$ cat src/rtl/mem_arbiter_if.sv
// Signal bundle between the two cache masters, the memory slave and mem_arbiter.
// The arbiter uses the slave modport; the surrounding environment uses master.
interface mem_arbiter_if;
  logic        m0_req;
  logic        m0_we;
  logic [3:0]  m0_be;
  logic [31:0] m0_addr;
  logic [31:0] m0_wdata;
  logic [31:0] m0_rdata;
  logic        m0_rvalid;
  logic        m0_fault;

  logic        m1_req;
  logic        m1_we;
  logic [3:0]  m1_be;
  logic [31:0] m1_addr;
  logic [31:0] m1_wdata;
  logic [31:0] m1_rdata;
  logic        m1_rvalid;
  logic        m1_fault;

  logic        s_req;
  logic        s_we;
  logic [3:0]  s_be;
  logic [31:0] s_addr;
  logic [31:0] s_wdata;
  logic        s_ready;
  logic [31:0] s_rdata;
  logic        s_rvalid;
  logic        s_fault;

  logic        proto_err;

  modport slave (
    input  m0_req, m0_we, m0_be, m0_addr, m0_wdata,
    input  m1_req, m1_we, m1_be, m1_addr, m1_wdata,
    input  s_ready, s_rdata, s_rvalid, s_fault,
    output m0_rdata, m0_rvalid, m0_fault,
    output m1_rdata, m1_rvalid, m1_fault,
    output s_req, s_we, s_be, s_addr, s_wdata,
    output proto_err
  );

  modport master (
    output m0_req, m0_we, m0_be, m0_addr, m0_wdata,
    output m1_req, m1_we, m1_be, m1_addr, m1_wdata,
    output s_ready, s_rdata, s_rvalid, s_fault,
    input  m0_rdata, m0_rvalid, m0_fault,
    input  m1_rdata, m1_rvalid, m1_fault,
    input  s_req, s_we, s_be, s_addr, s_wdata,
    input  proto_err
  );
endinterface

$ cat src/rtl/mem_arbiter.sv
// Round-robin arbiter for two single-outstanding masters onto one slave; req->s_req takes 2 cycles.
// s_req holds until s_ready; responses route combinationally; a silent slave is faulted after TIMEOUT_CYCLES.
module mem_arbiter #(
  parameter int TIMEOUT_CYCLES = 256
) (
  input logic          clk,
  input logic          rst_n,
  mem_arbiter_if.slave bus
);

  localparam logic [1:0] IDLE  = 2'd0;
  localparam logic [1:0] ISSUE = 2'd1;
  localparam logic [1:0] WAIT  = 2'd2;

  localparam int            CW     = (TIMEOUT_CYCLES > 2) ? $clog2(TIMEOUT_CYCLES) : 1;
  localparam logic [CW-1:0] T_LAST = CW'((TIMEOUT_CYCLES > 0) ? TIMEOUT_CYCLES - 1 : 0);
  localparam bit            TMO_EN = (TIMEOUT_CYCLES > 0);

  logic [1:0]    state;
  logic          owner;
  logic          last_grant;
  logic [CW-1:0] tcnt;

  logic [1:0]    slot_vld;
  logic [1:0]    slot_we;
  logic [3:0]    slot_be    [2];
  logic [31:0]   slot_addr  [2];
  logic [31:0]   slot_wdata [2];

  logic [1:0]    req;
  logic [1:0]    req_we;
  logic [3:0]    req_be    [2];
  logic [31:0]   req_addr  [2];
  logic [31:0]   req_wdata [2];
  logic [1:0]    busy;
  logic [1:0]    drop;
  logic [1:0]    take;
  logic          rsp;
  logic          tmo;
  logic          hs;
  logic          winner;

  always_comb begin
    req          = {bus.m1_req, bus.m0_req};
    req_we       = {bus.m1_we, bus.m0_we};
    req_be[0]    = bus.m0_be;
    req_be[1]    = bus.m1_be;
    req_addr[0]  = bus.m0_addr;
    req_addr[1]  = bus.m1_addr;
    req_wdata[0] = bus.m0_wdata;
    req_wdata[1] = bus.m1_wdata;
    // A master is busy from capture until the edge that ends its response cycle.
    busy[0] = slot_vld[0] | ((state != IDLE) && !owner);
    busy[1] = slot_vld[1] | ((state != IDLE) && owner);
    drop    = req & busy;
    take    = req & ~busy;
    hs      = (state == ISSUE) && bus.s_ready;
    rsp     = (state == WAIT) && (bus.s_rvalid || bus.s_fault);
    tmo     = (state == WAIT) && !rsp && TMO_EN && (tcnt == T_LAST);
    winner  = (&slot_vld) ? ~last_grant : slot_vld[1];
  end

  always_comb begin
    bus.s_req   = (state == ISSUE);
    bus.s_we    = 1'b0;
    bus.s_be    = '0;
    bus.s_addr  = '0;
    bus.s_wdata = '0;
    if (state == ISSUE) begin
      bus.s_we    = slot_we[owner];
      bus.s_be    = slot_be[owner];
      bus.s_addr  = slot_addr[owner];
      bus.s_wdata = slot_wdata[owner];
    end
    bus.m0_rvalid = rsp && !owner && bus.s_rvalid;
    bus.m0_rdata  = (rsp && !owner) ? bus.s_rdata : '0;
    bus.m0_fault  = !owner && ((rsp && bus.s_fault) || tmo);
    bus.m1_rvalid = rsp && owner && bus.s_rvalid;
    bus.m1_rdata  = (rsp && owner) ? bus.s_rdata : '0;
    bus.m1_fault  = owner && ((rsp && bus.s_fault) || tmo);
  end

  always_ff @(posedge clk or negedge rst_n) begin
    if (!rst_n) begin
      state         <= IDLE;
      owner         <= 1'b0;
      last_grant    <= 1'b1;
      tcnt          <= '0;
      slot_vld      <= '0;
      slot_we       <= '0;
      bus.proto_err <= 1'b0;
      for (int i = 0; i < 2; i++) begin
        slot_be[i]    <= '0;
        slot_addr[i]  <= '0;
        slot_wdata[i] <= '0;
      end
    end else begin
      bus.proto_err <= |drop;
      for (int i = 0; i < 2; i++) begin
        if (take[i]) begin
          slot_vld[i]   <= 1'b1;
          slot_we[i]    <= req_we[i];
          slot_be[i]    <= req_be[i];
          slot_addr[i]  <= req_addr[i];
          slot_wdata[i] <= req_wdata[i];
        end else if (hs && (owner == 1'(i))) begin
          slot_vld[i] <= 1'b0;
        end
      end
      case (state)
        IDLE: begin
          if (|slot_vld) begin
            owner <= winner;
            state <= ISSUE;
          end
        end
        ISSUE: begin
          if (bus.s_ready) begin
            last_grant <= owner;
            tcnt       <= '0;
            state      <= WAIT;
          end
        end
        WAIT: begin
          if (rsp || tmo) state <= IDLE;
          else            tcnt  <= tcnt + 1'b1;
        end
        default: state <= IDLE;
      endcase
    end
  end

endmodule

$ cat src/flat_wrapper.sv
// flat-port wrapper written by rule: the top's interface ports become plain ports
module mem_arbiter_flat 
#(
  parameter int TIMEOUT_CYCLES = 256
)
  (clk, rst_n, bus_m0_req, bus_m0_we, bus_m0_be, bus_m0_addr, bus_m0_wdata, bus_m1_req, bus_m1_we, bus_m1_be, bus_m1_addr, bus_m1_wdata, bus_s_ready, bus_s_rdata, bus_s_rvalid, bus_s_fault, bus_m0_rdata, bus_m0_rvalid, bus_m0_fault, bus_m1_rdata, bus_m1_rvalid, bus_m1_fault, bus_s_req, bus_s_we, bus_s_be, bus_s_addr, bus_s_wdata, bus_proto_err);
  mem_arbiter_if bus_i ();
  input logic clk;
  input logic rst_n;
  input wire logic [$bits(bus_i.m0_req)-1:0] bus_m0_req;
  input wire logic [$bits(bus_i.m0_we)-1:0] bus_m0_we;
  input wire logic [$bits(bus_i.m0_be)-1:0] bus_m0_be;
  input wire logic [$bits(bus_i.m0_addr)-1:0] bus_m0_addr;
  input wire logic [$bits(bus_i.m0_wdata)-1:0] bus_m0_wdata;
  input wire logic [$bits(bus_i.m1_req)-1:0] bus_m1_req;
  input wire logic [$bits(bus_i.m1_we)-1:0] bus_m1_we;
  input wire logic [$bits(bus_i.m1_be)-1:0] bus_m1_be;
  input wire logic [$bits(bus_i.m1_addr)-1:0] bus_m1_addr;
  input wire logic [$bits(bus_i.m1_wdata)-1:0] bus_m1_wdata;
  input wire logic [$bits(bus_i.s_ready)-1:0] bus_s_ready;
  input wire logic [$bits(bus_i.s_rdata)-1:0] bus_s_rdata;
  input wire logic [$bits(bus_i.s_rvalid)-1:0] bus_s_rvalid;
  input wire logic [$bits(bus_i.s_fault)-1:0] bus_s_fault;
  output wire logic [$bits(bus_i.m0_rdata)-1:0] bus_m0_rdata;
  output wire logic [$bits(bus_i.m0_rvalid)-1:0] bus_m0_rvalid;
  output wire logic [$bits(bus_i.m0_fault)-1:0] bus_m0_fault;
  output wire logic [$bits(bus_i.m1_rdata)-1:0] bus_m1_rdata;
  output wire logic [$bits(bus_i.m1_rvalid)-1:0] bus_m1_rvalid;
  output wire logic [$bits(bus_i.m1_fault)-1:0] bus_m1_fault;
  output wire logic [$bits(bus_i.s_req)-1:0] bus_s_req;
  output wire logic [$bits(bus_i.s_we)-1:0] bus_s_we;
  output wire logic [$bits(bus_i.s_be)-1:0] bus_s_be;
  output wire logic [$bits(bus_i.s_addr)-1:0] bus_s_addr;
  output wire logic [$bits(bus_i.s_wdata)-1:0] bus_s_wdata;
  output wire logic [$bits(bus_i.proto_err)-1:0] bus_proto_err;
  assign bus_i.m0_req = bus_m0_req;
  assign bus_i.m0_we = bus_m0_we;
  assign bus_i.m0_be = bus_m0_be;
  assign bus_i.m0_addr = bus_m0_addr;
  assign bus_i.m0_wdata = bus_m0_wdata;
  assign bus_i.m1_req = bus_m1_req;
  assign bus_i.m1_we = bus_m1_we;
  assign bus_i.m1_be = bus_m1_be;
  assign bus_i.m1_addr = bus_m1_addr;
  assign bus_i.m1_wdata = bus_m1_wdata;
  assign bus_i.s_ready = bus_s_ready;
  assign bus_i.s_rdata = bus_s_rdata;
  assign bus_i.s_rvalid = bus_s_rvalid;
  assign bus_i.s_fault = bus_s_fault;
  assign bus_m0_rdata = bus_i.m0_rdata;
  assign bus_m0_rvalid = bus_i.m0_rvalid;
  assign bus_m0_fault = bus_i.m0_fault;
  assign bus_m1_rdata = bus_i.m1_rdata;
  assign bus_m1_rvalid = bus_i.m1_rvalid;
  assign bus_m1_fault = bus_i.m1_fault;
  assign bus_s_req = bus_i.s_req;
  assign bus_s_we = bus_i.s_we;
  assign bus_s_be = bus_i.s_be;
  assign bus_s_addr = bus_i.s_addr;
  assign bus_s_wdata = bus_i.s_wdata;
  assign bus_proto_err = bus_i.proto_err;
  mem_arbiter #(.TIMEOUT_CYCLES(TIMEOUT_CYCLES)) u_core (.clk(clk), .rst_n(rst_n), .bus(bus_i));
endmodule
$ cat config.mk
export PLATFORM = sky130hd
export DESIGN_NAME = mem_arbiter_flat
export DESIGN_NICKNAME = d
export VERILOG_FILES = /design/src/rtl/mem_arbiter_if.sv /design/src/rtl/mem_arbiter.sv /design/src/flat_wrapper.sv
export SDC_FILE = /design/constraint.sdc
export NUM_CORES = 1
export LEC_CHECK = 0
export BUFFER_PORTS_ARGS = -buffer_cell sky130_fd_sc_hd__buf_2
export CORE_ASPECT_RATIO = 0.6
export CORE_MARGIN = 5
export CORE_UTILIZATION = 49
export DETAILED_ROUTE_END_ITERATION = 12
export GPL_TIMING_DRIVEN = 0
export PLACE_DENSITY = 0.87
export SYNTH_ARGS = -nofsm -noshare
export SYNTH_HDL_FRONTEND = slang
export SYNTH_SLANG_ARGS = --single-unit
$ cat constraint.sdc
create_clock -name clk -period 2.46 [get_ports clk]
set_clock_uncertainty 0.15 [all_clocks]
set_input_delay 0 -clock clk [delete_from_list [all_inputs] [get_ports clk]]
set_output_delay 0 -clock clk [all_outputs]
set_load 0.03 [all_outputs]
==> flow_metrics.py <==
metrics = {
    "outcome": {
        "status": "finished, final reports clean",
    },
    "pwr": {
        "power_frac_seq": 0.316,
        "p_per_area_nw_per_um2": 1230,
        "netSwitchingPower_mw": 6.12,
        "p_int_mw": 8.25,
        "swShare": 0.426,
        "clkPwrFrac": 0.184,
        "p_total_mw": 14.4,
        "vdd_drop_max_mv": 0.815,
        "p_leak_nw": 5.90,
        "p_comb_frac": 0.500,
    },
    "place": {
        "numPortBuffers": 315,
        "gp_congestion": 0.844,
        "dp_hpwl_um": 17400,
        "pre_cts_ws_ps": 106,
        "dpl_cell_area_um2": 9600,
    },
    "critical_path": {
        "worst-setup-path-type": "reg2out",
        "path_cells": "inv_1, ha_1, clkbuf_4, buf_2, nor2b_2, buf_2",
        "cp.arrival_ps": 2260,
        "path_max_fanout": 10,
        "reg2reg_from": "u_core.state[0]$_DFFE_PN0P_",
        "critPathLaunchType": "register",
        "required_ps": 2310,
        "startpoint": "u_core.state[1]$_DFFE_PN0P_",
        "slowest_delay_ps": 430,
        "cp_common_cell": "buf_2",
        "slowest_stage": "dfrtp_1",
        "end_kind": "output port",
    },
    "cts": {
        "cts_inserted_buffers": 17,
        "htreeDepth": 4,
        "cts.sinks": 153,
        "insertion_delay_ps": 410,
        "clockBufferDepth": 2,
        "cts_root_buf": "clkbuf_16",
        "cts.clk_slew.worst_paths_ps": 80,
        "cts_tree": "done",
    },
    "synth": {
        "synthTopCellsByArea": "dfrtp_1 (49%), mux2_2 (19%), mux2i_1 (8.9%), nor2b_1 (5.7%), and2_1 (5.3%)",
        "synth_cells": 625,
        "synth_top_area_share": 0.492,
        "synth_top_cells_by_count": "dfrtp_1 (152), mux2_2 (134), nor2b_1 (71)",
        "ys_types": 43,
        "synth_warnings": 0,
        "async_reset_ff_frac": 1.00,
        "synth.most_common_cell": "dfrtp_1",
        "avgSynthCellArea_um2": 12.4,
        "ys_ff_latch": 153,
        "synth_fp_nets": 807,
        "yosysSeqAreaShare": 0.495,
        "synth-edff-count": 0,
        "syn_area_um2": 7740,
        "yosysTopAreaCell": "dfrtp_1",
        "synth_ff_type": "dfrtp_1",
    },
    "global_route": {
        "grt_pass1_wl_um": 40800,
        "grt.overflow.total": 0,
        "grt_max_degree": 79,
        "antenna_found_initial": 1,
        "grt_pass1_vias": 7421,
        "track_usage": 0.284,
    },
    "detailed_routing": {
        "via_per_inst": 5.19,
        "drt-pass1-iter-count": 5,
        "ant_nets": 0,
        "route.detailed.drc": 0,
        "drt_iter0_drc": 481,
        "wl_um": 26900,
        "num_vias": 6862,
        "wl_per_cell_um": 20.3,
    },
    "floorplanning": {
        "num_io_pins": 316,
        "die_area_um2": 18500,
        "core_um2": 15400,
        "rows": 35,
        "dieWidth_um": 172,
        "initial_utilization": 0.502,
        "fp.dieH_um": 107,
    },
    "flow_run": {
        "cap_violations": 0,
    },
    "sta": {
        "rsz0062_at_grt": "true",
        "finalHoldViolCount": 0,
        "period_needed_ps": 2410,
        "relSlewSlack": 0.516,
        "hold_slack_ps": 25.8,
        "worst_pin_slew_ps": 726,
        "timing.fmax_mhz": 415,
        "fin_ws_ps": 47.6,
        "fin_crit_sh": 0.981,
        "finalSetupViolations": 0,
        "slew_viol_final": 0,
    },
    "final_layout": {
        "final_core_util": 0.761,
        "fin_area_um2": 11700,
        "final_net_count": 1287,
        "drive_above_1_share": 0.475,
        "area_growth_syn_to_layout_pct": 51.5,
    },
    "min_path": {
        "min-delay-path-class": "in2async",
    },
}
==> kinds of logic (layout without fill, tap and decap cells) <==
kind of cell,Yosys count,count (layout),share of synthesized area
compound gates,21,21,0.0212
other cells,0,1,0
flops,153,153,0.495
simple gates,191,191,0.151
buf+inv,46,539,0.0322
mux,209,209,0.293
fa+ha+maj,5,5,0.00808
==> cells in the final DEF (no fill, tap or decap), types with 2 or more instances in the layout <==
cell           Yosys  layout
mux2i_1           69      69
inv_8              0       4
nand2_1           18      18
ha_1               5       5
inv_6              0       3
and3_1             2       2
clkbuf_1          14       2
or4b_1             3       3
clkinv_4           0       2
nor2b_1           71      70
buf_6              7       8
dfrtp_1          152     152
nand3_1            8       8
buf_2             18     330
clkbuf_4           0       5
nor2_4             0       2
o2111ai_1          2       2
nor2_1             9       7
clkbuf_2           1       9
o211ai_1           3       3
o21ai_0            3       3
nand2b_1           3       3
a31oi_1            3       3
clkbuf_16          0      17
and2_1            66      66
inv_1              6       6
nor3_1             2       2
dlygate4sd3_1      0     144
mux2_2           134     134
mux2_1             6       6
clkinv_8           0       5
==> worst max-delay path, delay by kind of cell, from the launching register on <==
family | cells | cell delay [ps]
buffers and inverters | 4 | 940
adder cells (fa/ha/maj) | 1 | 210
AND/OR/NAND/NOR | 1 | 270
flip-flops | 1 | 430
==> layer usage <==
metal	vias to the layer above	wire length (um)	track usage
met5	-	0	0
li1	3122	-	-
met3	46	2040	0.0895
met4	0	598	0.0695
met1	3402	11100	0.360
met2	292	13100	0.477
==> sequential cells by signal (all words and copies together), names as in the netlist, 2 cells and up <==
| register | flops |
|---|---|
| u_core.tcnt | 8 |
| u_core.slot_be | 8 |
| u_core.slot_wdata | 64 |
| u_core.slot_addr | 64 |
| u_core.slot_we | 2 |
| u_core.state | 2 |
| u_core.slot_vld | 2 |
==> power by group through the flow <==
stage | registers [mW] | clock network (mW) | logic, mW
floorplan | 4.25 | 0 | 4.97
global placement | 4.39 | 0 | 6.54
detailed placement | 4.47 | 0 | 6.70
CTS | 4.43 | 2.67 | 6.94
global route | 4.66 | 2.78 | 7.65
finish | 4.54 | 2.64 | 7.19
==> final timing paths <==
check	end	slack, ps	cells past startpoint
setup / recovery	bus_s_wdata[15]	50	6
hold / removal	u_core.state[1]$_DFFE_PN0P_	30	2
setup reg to reg	u_core.slot_addr[57]$_DFFE_PN0P_	120	7
hold reg to reg	u_core.last_grant$_DFFE_PN1N_	320	2
max in group asynchronous	u_core.slot_wdata[25]$_DFFE_PN0P_	1300	3
min in group clk	u_core.tcnt[3]$_DFFE_PN0P_	160	5
==> what timing repair did <==
item,4_1_cts,5_1_grt
gates resized for setup,9,24
pin swaps,0,1
hold endpoints to repair,223,0
setup buffers,0,1
hold buffers,144,0
setup endpoints to repair,81,157
==> through the flow <==
| stage | TNS [ps] | cells |
|---|---|---|
| 6_report | 0 | 1322 |
| 5_1_grt | -35.4 | 1322 |
| 4_1_cts | 0 | 1320 |
| 3_5_place_dp | 0 | 1144 |
| 3_3_place_gp | -151300 | 1143 |
| 2_1_floorplan | 0 | 625 |
==> cell type report <==
cell class                      instances  area [um^2]
Sequential cell                       153         3830
Inverter                                6         22.5
Antenna cell                            1         2.50
Timing Repair Buffer                  461         3070
Multi-Input combinational cell        426         3680
Clock inverter                         14          170
Clock buffer                           18          439
Buffer                                 40          254
Tap cell                              203          254
Fill cell                             949         3690
(Power assumes the default switching activity.)
